[src/rtl/inst_fetch_queue.sv]
// inst_fetch_queue: pipelined instruction fetch with in-order response tracking, a DEPTH-entry
// decode queue and redirect flush that drops stale responses.
// Optional feature macro IFQ_BYPASS_EN: a response landing on an empty head is forwarded to
// decode in the same cycle instead of waiting one cycle in the queue.
module inst_fetch_queue #(
    parameter int ADDR_W = 64,
    parameter int INST_W = 32,
    parameter int DEPTH = 4,
    parameter logic [ADDR_W-1:0] RESET_PC = '0
) (
    input  logic              clk,
    input  logic              rst,
    input  logic              redirect_valid,
    input  logic [ADDR_W-1:0] redirect_pc,
    output logic [ADDR_W-1:0] inst_mem_addr,
    output logic              inst_addr_valid,
    input  logic              inst_mem_ready,
    input  logic              inst_mem_valid,
    input  logic [INST_W-1:0] inst_mem_data,
    output logic              id_valid,
    input  logic              id_ready,
    output logic [ADDR_W-1:0] id_pc,
    output logic [INST_W-1:0] id_inst
);
    localparam int PW = $clog2(DEPTH);
    localparam int CW = PW + 1;
    localparam logic [CW-1:0] FULL = CW'(DEPTH);

    logic [ADDR_W-1:0] fetch_pc;
    logic [ADDR_W-1:0] pc_q [DEPTH];
    logic [INST_W-1:0] inst_q [DEPTH];
    logic [DEPTH-1:0] filled;
    logic [PW-1:0] alloc_ptr, fill_ptr, rd_ptr;
    logic [CW-1:0] used, inflight, drop_cnt;
    logic accept, resp, resp_keep, pop, bypass;

    assign inst_mem_addr = fetch_pc;
    assign id_pc = pc_q[rd_ptr];

    // Handshake decode: issue gating, response classification and head presentation.
    always_comb begin
        resp = inst_mem_valid && (inflight != '0);
        resp_keep = resp && (drop_cnt == '0);
`ifdef IFQ_BYPASS_EN
        bypass = resp_keep && !filled[rd_ptr] && (fill_ptr == rd_ptr);
`else
        bypass = 1'b0;
`endif
        inst_addr_valid = !rst && !redirect_valid && (used < FULL) && (inflight < FULL);
        accept = inst_addr_valid && inst_mem_ready;
        id_valid = filled[rd_ptr] || bypass;
        id_inst = bypass ? inst_mem_data : inst_q[rd_ptr];
        pop = id_valid && id_ready && !redirect_valid;
    end

    // Queue, pointer and counter state; redirect flushes everything and marks in-flight data stale.
    always_ff @(posedge clk or posedge rst) begin
        if (rst) begin
            fetch_pc <= RESET_PC;
            alloc_ptr <= '0;
            fill_ptr <= '0;
            rd_ptr <= '0;
            used <= '0;
            inflight <= '0;
            drop_cnt <= '0;
            filled <= '0;
            for (int i = 0; i < DEPTH; i++) begin
                pc_q[i] <= '0;
                inst_q[i] <= '0;
            end
        end else if (redirect_valid) begin
            fetch_pc <= redirect_pc & ~ADDR_W'(3);
            alloc_ptr <= '0;
            fill_ptr <= '0;
            rd_ptr <= '0;
            used <= '0;
            filled <= '0;
            inflight <= inflight - CW'(resp);
            drop_cnt <= inflight - CW'(resp);
        end else begin
            if (accept) begin
                pc_q[alloc_ptr] <= fetch_pc;
                alloc_ptr <= alloc_ptr + PW'(1);
                fetch_pc <= fetch_pc + ADDR_W'(4);
            end
            if (resp_keep) begin
                inst_q[fill_ptr] <= inst_mem_data;
                fill_ptr <= fill_ptr + PW'(1);
                if (!(bypass && pop))
                    filled[fill_ptr] <= 1'b1;
            end
            if (pop) begin
                filled[rd_ptr] <= 1'b0;
                rd_ptr <= rd_ptr + PW'(1);
            end
            if (resp && (drop_cnt != '0))
                drop_cnt <= drop_cnt - CW'(1);
            used <= used + CW'(accept) - CW'(pop);
            inflight <= inflight + CW'(accept) - CW'(resp);
        end
    end

    // A response with nothing outstanding is a memory protocol violation.
    assert property (@(posedge clk) disable iff (rst) inst_mem_valid |-> (inflight != '0));

endmodule

[config.mk]
export PLATFORM = sky130hd
export DESIGN_NAME = inst_fetch_queue
export DESIGN_NICKNAME = d
export VERILOG_FILES = /design/src/rtl/inst_fetch_queue.sv
export SDC_FILE = /design/constraint.sdc
export NUM_CORES = 1
export LEC_CHECK = 0
export CORE_MARGIN = 8
export CORE_UTILIZATION = 56
export DETAILED_ROUTE_END_ITERATION = 7
export PLACE_DENSITY = 0.9
export SETUP_SLACK_MARGIN = 0.2
export SLEW_MARGIN = 20
export SYNTH_ARGS = -nofsm -noshare
export SYNTH_HDL_FRONTEND = slang
export SYNTH_SLANG_ARGS = --single-unit
[constraint.sdc]
create_clock -name clk -period 15.6 [get_ports clk]
set_input_delay 1.56 -clock clk [delete_from_list [all_inputs] [get_ports clk]]
set_output_delay 1.56 -clock clk [all_outputs]
set_load 0.03 [all_outputs]
==> results.yml <==
worst_setup_path:
  ff2ff_setup_slack_ns: 11.83
  required_ns: 14.04
  path_class: "reg2out"
  rr_startpoint: "rd_ptr[0]"
  reg2regPathDepth: 11
  crit_path_end: "id_pc[38]"
  reg2reg_to: "used[2]"
  cp.arrival_ns: 3.49
  crit_start: "rd_ptr[1]"
  cp_max_fo: 52
  endpoint_kind: "output pin"
  startpoint_type: "flip-flop"
yosys:
  ys_types: 55
  yosys.area.top_type_share_pct: 53.7
  async_reset_ff_share_pct: 100
  syn_area_um2: 21300
  synth-edff-count: 0
  ys.flop_type: "dfrtp_1"
  synth_top_area_cell: "dfrtp_1"
  synth_area_per_cell_um2: 13.8
  ys_seq_elements: 457
  netlist_instances: 1548
  ys_warn_count: 0
  synthTopCellsByArea: "dfrtp_1 (54%), mux2_2 (19%), mux4_2 (10%), nand2_1 (1.9%), o21ai_0 (1.4%)"
  yosysSeqAreaShare_pct: 53.7
sta:
  finalCritPeriodShare_pct: 32.4
  rsz0062_at_grt: "false"
  timing.setup.tns_ns: 0
  fin_ws_ns: 10.55
  finalSetupViolations: 0
  relSlewSlack_pct: 27.1
  whs_ns: 0.483
  drv_slew: 0
  final-hold-violation-count: 0
  timing.fmax_ghz: 0.198
  fin_skew_ns: 0.0219
  post-route-min-period_ns: 5.05
  worst_slew_pin_slew_ns: 1.09
global_route:
  grt_use_total_pct: 25.3
  grt.overflow.total: 0
  grt_first_pass_wirelength_um: 88000
  antenna_found_initial: 6
  first_global_vias: 15048
  grt_max_degree: 201
layout:
  drive_above_1_share_pct: 32.1
  nNetsFinal: 1865
  fin_util_pct: 68.2
  syn_to_final_growth_pct: 20.3
cts:
  post_cts_buffers: 0
  cts_tree: "yes"
  cts_hold_buf: 0
  cts_resized: 0
  clk_latency_ns: 0.58
  cts-root-buf: "clkbuf_16"
  cts_made_buffers: 47
  cts_buffer_depth: 3
  h-tree-depth: 2
  clock_sinks: 457
  path_clk_slew_ns: 0.06
min_path:
  hold_class: "reg2reg"
placed_design:
  port_buffers: 257
  hpwlAfterDp_um: 35800
  routabilityCongestion: 0.866
  dp_slack_ns: 10.51
detailed_routing:
  via_per_inst: 6.15
  avgRoutedWirePerCell_um: 24.6
  detail-route-antenna-nets: 0
  wirelength_um: 56100
  dr.pass1.iters: 8
  routed-via-count: 14060
  drt_iter0_drc: 1086
  drc: 0
die:
  core_area_um2: 37600
  row_count: 71
  fp.dieW_um: 211
  dieHeight_um: 211
  ios: 264
  start_util_pct: 56.7
  die_area_um2: 44500
power_and_ir_drop:
  switchingPower_mw: 1.27
  power_frac_seq_pct: 40.7
  pwr-share-clk_pct: 27.6
  power.leakage_nw: 11.3
  p_per_area_nw_per_um2: 154
  p_int_mw: 2.67
  switching_share_pct: 32.2
  ir_worst_vdd_mv: 0.112
  comb_power_share_pct: 31.8
outcome:
  outcome: "finished clean"
run:
  maxCapViolCount: 0
## power by group through the flow
stage	sequential [mW]	combinational, mW	clock [mW]
2_1_floorplan	1.56	0.806	0
3_3_place_gp	1.58	1.22	0
3_5_place_dp	1.61	1.25	0
4_1_cts	1.60	1.26	1.11
5_1_grt	1.63	1.32	1.15
6_report	1.60	1.25	1.09
## how the worst min path moves through the flow
stage	from	to	slack [ns]	cells after the start
floorplan	pc_q[102]	pc_q[102]	0.44	2
global placement	pc_q[247]	pc_q[247]	0.46	2
detailed placement	pc_q[166]	pc_q[166]	0.47	2
CTS	pc_q[166]	pc_q[166]	0.48	2
global route	pc_q[124]	pc_q[124]	0.51	1
finish	pc_q[136]	pc_q[136]	0.48	2
## routing by layer
layer  wire length [µm]  vias to the layer above  GRT usage, %  share of wire [%]
met1              21300                     7298          31.4                 38
met2              27700                      594          42.3                 49
met4               1720                       12          8.78                3.1
met5                 79                        -             0               0.14
met3               5300                      123          7.06                9.4
li1                   -                     6033             -                  -
## stage by stage
| stage | area [µm²] | total power, mW | instances |
|---|---|---|---|
| after floorplan | 21300 | 2.37 | 1551 |
| after global placement | 24100 | 2.81 | 2203 |
| after detailed placement | 24100 | 2.86 | 2203 |
| after CTS | 25600 | 3.97 | 2283 |
| after global routing | 25600 | 4.10 | 2284 |
| final | 25600 | 3.94 | 2285 |
## logic make-up (layout without fill, tap and decap cells)
group | count (synthesis) | after routing | share of synthesized area, %
xor gates and xnor gates | 43 | 43 | 1.77
and+or+nand+nor | 296 | 296 | 7.53
DFF | 457 | 457 | 53.7
other | 1 | 5 | 0.0176
adders and majority gates | 21 | 21 | 1.30
muxes | 462 | 462 | 29.4
buffers and inverters | 155 | 377 | 3.13
AOI/OAI and AO/OA | 113 | 113 | 3.15
## flip-flops by register name, indices dropped and copies added (netlist names)
name           count
inflight           3
inst_mem_addr     62
used               3
filled             4
fill_ptr           2
inst_q           128
alloc_ptr          2
drop_cnt           3
pc_q             248
rd_ptr             2
## critical path, cell delays in order, from the launching register on
cell	delay, ns
dfrtp_4	0.98
buf_4	0.81
mux4_2	0.36
clkdlybuf4s50_1	0.75
## layout by cell type (no fill, tap or decap), types with 8 or more instances in the layout
master / netlist / layout
nand4_1: 38 / 38
a21oi_1: 13 / 13
dfrtp_1: 457 / 455
mux4_2: 95 / 95
ha_1: 19 / 19
nand3_1: 30 / 30
a31oi_1: 11 / 11
nand2_1: 105 / 102
o21ai_0: 59 / 59
nor3_1: 15 / 15
o31ai_1: 8 / 8
mux2_2: 360 / 360
clkbuf_8: 0 / 9
or4_1: 14 / 14
nor2_1: 31 / 31
clkbuf_16: 0 / 49
clkdlybuf4s50_1: 0 / 256
xor2_1: 26 / 26
buf_4: 4 / 17
clkbuf_1: 53 / 12
xnor2_1: 17 / 17
inv_1: 22 / 21
nor4_1: 12 / 12
## final cells by class
class	count	area, µm²
Antenna cell	1	2.50
Clock buffer	70	1400
Clock inverter	10	83.8
Fill cell	2461	11900
Inverter	22	90.1
Multi-Input combinational cell	939	9240
Sequential cell	457	11400
Tap cell	511	639
Timing Repair Buffer	275	2740
## synthesized netlist by cell type, drive strengths merged (2+ instances only)
cell type and count:
dfrtp 457, mux2 360, nand2 106, mux4 95, buf 77, o21ai 59, clkbuf 56, nand4 41
nor2 32, nand3 30, xor2 26, inv 22, ha 19, nor4 18, xnor2 17, nor3 16
or4 14, a21oi 13, a31oi 11, o31ai 8, and3 7, mux2i 7, o211ai 6, or3 6
and2 5, nor2b 4, or2 4, or4b 4, a22oi 3, nand2b 3, o21a 3, a211o 2
and4 2, fa 2, nor4b 2, o311ai 2, o31a 2
(Power assumes the default switching activity.)
==> RTL change 1 (config.mk and constraints unchanged) <==
Change the parameter `ADDR_W` from 64 to 32.
--- a/src/rtl/inst_fetch_queue.sv
+++ b/src/rtl/inst_fetch_queue.sv
@@ -3,7 +3,7 @@
 // Optional feature macro IFQ_BYPASS_EN: a response landing on an empty head is forwarded to
 // decode in the same cycle instead of waiting one cycle in the queue.
 module inst_fetch_queue #(
-    parameter int ADDR_W = 64,
+    parameter int ADDR_W = 32,
     parameter int INST_W = 32,
     parameter int DEPTH = 4,
     parameter logic [ADDR_W-1:0] RESET_PC = '0
Ports: changed (resized id_pc, inst_mem_addr and redirect_pc); port bits go from 264 to 168. No check against the original RTL was run, so the function may have changed too.
==> RTL change 1 against the original RTL <==
- sequential cell count decreased by 160
- non-clock buffer count decreased by 98
- routed wire length decreased by 42%
- power decreased by 33%
- combinational power decreased by 34%
- core utilization increased by 0.19 points
- setup slack improved by 0.056 ns
- synthesized area decreased by 35%
- cell area decreased by 35%
- critical endpoint is now inst_addr_valid
- largest cell class unchanged
==> RTL change 1: results (changes against the original RTL) <==
Run status
  – Status: finished, final reports clean

Clock tree
  – Total CTS buffers: 34 (-28%)
  – Clk_lat worst skew: 0.52 ns (-0.06 ns)

Yosys
  – Post-synth top cells: dfrtp_1, mux2_2, mux4_2, nand2_1
  – Area contributors post-synth: dfrtp_1, mux2_2, mux4_2, ha_1, nand2_1
  – Sequential area share after synthesis: 54.0% (+0.31 points)
  – Syn Area/Cell: 14.3 um2 (+4.2%)
  – Ys async rst share: 100% (unchanged)

Finish
  – Max FFs per register: 128 (-48%)
  – Top reg by flops: inst_q
  – Nets: 1,188 (-36%)

Worst setup path
  – Critical path fanouts, max: 4 (-92%)
  – Worst setup path start: rst
  – Reg-to-Reg Start: rd_ptr[1]
  – Reg2Reg Setup Slack: 11.92 ns (+0.09 ns)
  – Delay of the slowest critical-path stage: 0.80 ns (-0.18 ns)

GRT
  – GRT Overall Usage: 21.8% (-3.4 points)
  – Largest net degree at the start of global routing: 130 (-35%)
  – First-pass GRT wire length: 53,300 um (-39%)
  – Vias in the first global route: 9,568 (-36%)

Routing
  – TritonRoute pass-1 iters: 5 (-3)
  – Avg WL per Cell: 22.4 um (-8.6%)
  – Routed Wire Length: 32,400 um (-42%)
  – Via density per instance: 6.08 (-1.2%)

Place
  – Post-DP HPWL: 20,100 um (-44%)
  – GPL Wtd Cong: 0.822 (-5.1%)
  – Port bufs: 161 (-37%)

Min path
  – Hold Crit Start: inst_q[32]

STA
  – Skew final: 0.0238 ns (+0.00197 ns)

Pwr
  – VDD IR max: 0.112 mV (-0.12%)
  – Lkg Pwr: 0.00750 uW (-34%)
## RTL change 1: cell count changes after synthesis, moves of 12 or more
cell / change
o21ai_0: -28
xor2_1: -20
nand2_1: -53
buf_4: +13
dfrtp_1: -160
buf_2: -16
buf_1: -23
xnor2_1: -12
mux4_2: -32
nand4_1: -30
mux2_2: -126
or4_1: -14
nand3_1: -14
clkbuf_1: -29
## RTL change 1: final timing paths
kind / depth (start not counted) / end
max: 3 / inst_addr_valid
min: 1 / inst_q[32]
max reg2reg: 11 / used[2]
min reg2reg: 1 / inst_q[32]
max in group asynchronous: 4 / rd_ptr[1]
min in group asynchronous: 2 / inflight[1]
## RTL change 1: power breakdown
part           total, uW  internal, uW  switching [uW]  leakage (uW)
Clock                768           459             309      0.000530
Sequential          1050           935             118       0.00395
Combinational        825           418             407       0.00302
Total               2650          1810             834       0.00750
## RTL change 1: worst max-delay path: cells and delay by family
kind / cells / cell delay, ns
and+or+nand+nor: 1 / 0.49
buffers and inverters: 2 / 1.39
## RTL change 1: through the flow
stage,setup WS (ns),hold slack (ns),instance area (um2)
4_1_cts,10.55,0.485,16600
3_5_place_dp,10.36,0.472,15500
2_1_floorplan,5.84,0.445,13800
5_1_grt,10.43,0.495,16600
3_3_place_gp,10.44,0.456,15500
6_report,10.60,0.484,16600
## RTL change 1: cell type report
cell class,count,area [um2]
Inverter,20,82.6
Clock inverter,12,135
Clock buffer,45,942
Timing Repair Buffer,177,1730
Tap cell,324,405
Sequential cell,297,7440
Multi-Input combinational cell,567,5850
Fill cell,1627,7660
## RTL change 1: logic make-up after synthesis
family,after synthesis,share of synthesized area [%]
AO/OA/AOI/OAI,86,4.18
XOR/XNOR,11,0.700
adder cells (fa/ha/maj),21,2.02
buffers and inverters,99,3.54
flip-flops,297,54.0
multiplexers,312,30.6
other,1,0.0272
AND/OR/NAND/NOR,133,4.90
## RTL change 1: per-layer routing
metal  track usage [%]  vias up  part of all wire (%)
li1                  -     3784                     -
met1              27.8     4523                    41
met2              36.4      384                    49
met3              6.06       71                   8.0
met4              5.96        0                   2.1
met5                 0        -                     0
==> RTL change 2 (same flow settings) <==
Without the edit above. Reset style: synchronous (`rst`), changed in one clocked block.
--- a/src/rtl/inst_fetch_queue.sv
+++ b/src/rtl/inst_fetch_queue.sv
@@ -54,7 +54,7 @@
     end
 
     // Queue, pointer and counter state; redirect flushes everything and marks in-flight data stale.
-    always_ff @(posedge clk or posedge rst) begin
+    always_ff @(posedge clk) begin
         if (rst) begin
             fetch_pc <= RESET_PC;
             alloc_ptr <= '0;
Formal check against the unedited RTL: differs if rst is asserted again (counterexample within 4 cycles, from zero or initial values and one cycle with rst high); with rst held inactive, the same outputs for 4 cycles.
==> RTL change 2 against the original RTL <==
- setup slack got worse by 0.64 ns
- cell area grew 0.44%
- routed wire length up 5.6%
- highest routed layer unchanged
- final cell count rose by 1.6%
- sequential cell count increased by 2
- register-to-register slack worse by 0.74 ns
- synthesized area is 0.21% lower
- first-iteration DRC count increased by 56%
- count of clock-buffer cells in the layout fell by 8
- synthesized cell count grew 1.8%
- critical path depth increased by 5
Power is not compared: it rests on default switching activity, and its combinational part moved more than twofold at a synthesized area within 25%.
==> RTL change 2: results (changes against the original RTL) <==
Run status
  – Status: finished, final reports clean

GRT
  – GRT Overall Usage: 26.0% (+0.70 points)
  – Largest net degree at the start of global routing: 86 (-57%)
  – Met2 layer usage reported by global route: 43.0% (+0.75 points)
  – First-pass GRT wire length: 89,100 um (+1.2%)

Place
  – GPL Wtd Cong: 0.908 (+4.8%)
  – Post-DP HPWL: 35,400 um (-1.1%)

Routing
  – Routed Wire Length: 59,300 um (+5.6%)
  – Initial DRC count: 1,690 (+56%)
  – TritonRoute pass-1 iters: 6 (-2)
  – Via density per instance: 6.36 (+3.3%)
  – Routed wl met2: 28,900 um (+4.4%)

Finish
  – Nets: 1,894 (+1.6%)
  – ClkCell Share: 6.30% (+0.53 points)
  – Fraction of area in registers: 50.3% (+5.7 points)
  – Ant. Diodes: 0 (-1)

Yosys
  – Syn Inst Count: 1,576 (+1.8%)
  – Unique masters post-synth: 76 (+38%)
  – Area contributors post-synth: edfxtp_1, mux4_2, dfxtp_1, and2_1, and3_1
  – Post-synth top cells: edfxtp_1, and2_1, and3_1, mux4_2, clkbuf_1
  – Number of flops mapped to enable cells by yosys: 376 (+376)

STA
  – Skew final: 0.0214 ns (-0.000526 ns)
  – Worst slew pin tran: 1.16 ns (+0.0640 ns)
  – Hold slack: 0.526 ns (+0.0429 ns)

Worst setup path
  – R2r endpoint: pc_q[1][3]
  – Critical path fanouts, max: 40 (-23%)
  – CP max stage cell: a21o_2
  – CP arrival: 5.87 ns (+2.38 ns)
  – Worst setup path start: inst_mem_ready
  – Reg2Reg Depth: 7 (-4)

Min path
  – Hold EP: filled[3]
## RTL change 2: changes by cell type in the layout (fill, tap and decap cells not counted), moves of 19 or more
cell and delta:
a21oi_1 +28, nand2_1 -28, dfxtp_1 +80, and2_1 +206, edfxtp_1 +376, and3_1 +148
nand4_1 -19, o21ai_0 -49, mux2_2 -356, a211oi_1 +30, dfrtp_1 -455, nor2_1 +51
## RTL change 2: tightest hold or removal path: cells and delay by family (launching register included)
family / cells / cell delay [ns]
AO/OA/AOI/OAI: 2 / 0.16
flip-flops: 1 / 0.31
## RTL change 2: logic make-up (layout without fill, tap and decap cells)
family / Yosys count / after routing / synth area share (%)
AND/OR/NAND/NOR: 675 / 675 / 18.7
flip-flops: 459 / 459 / 60.9
buffers and inverters: 158 / 390 / 3.24
AO/OA/AOI/OAI: 117 / 117 / 3.63
multiplexers: 102 / 102 / 10.4
XOR/XNOR: 47 / 47 / 1.94
adder cells (fa/ha/maj): 17 / 17 / 1.07
other: 1 / 4 / 0.0176
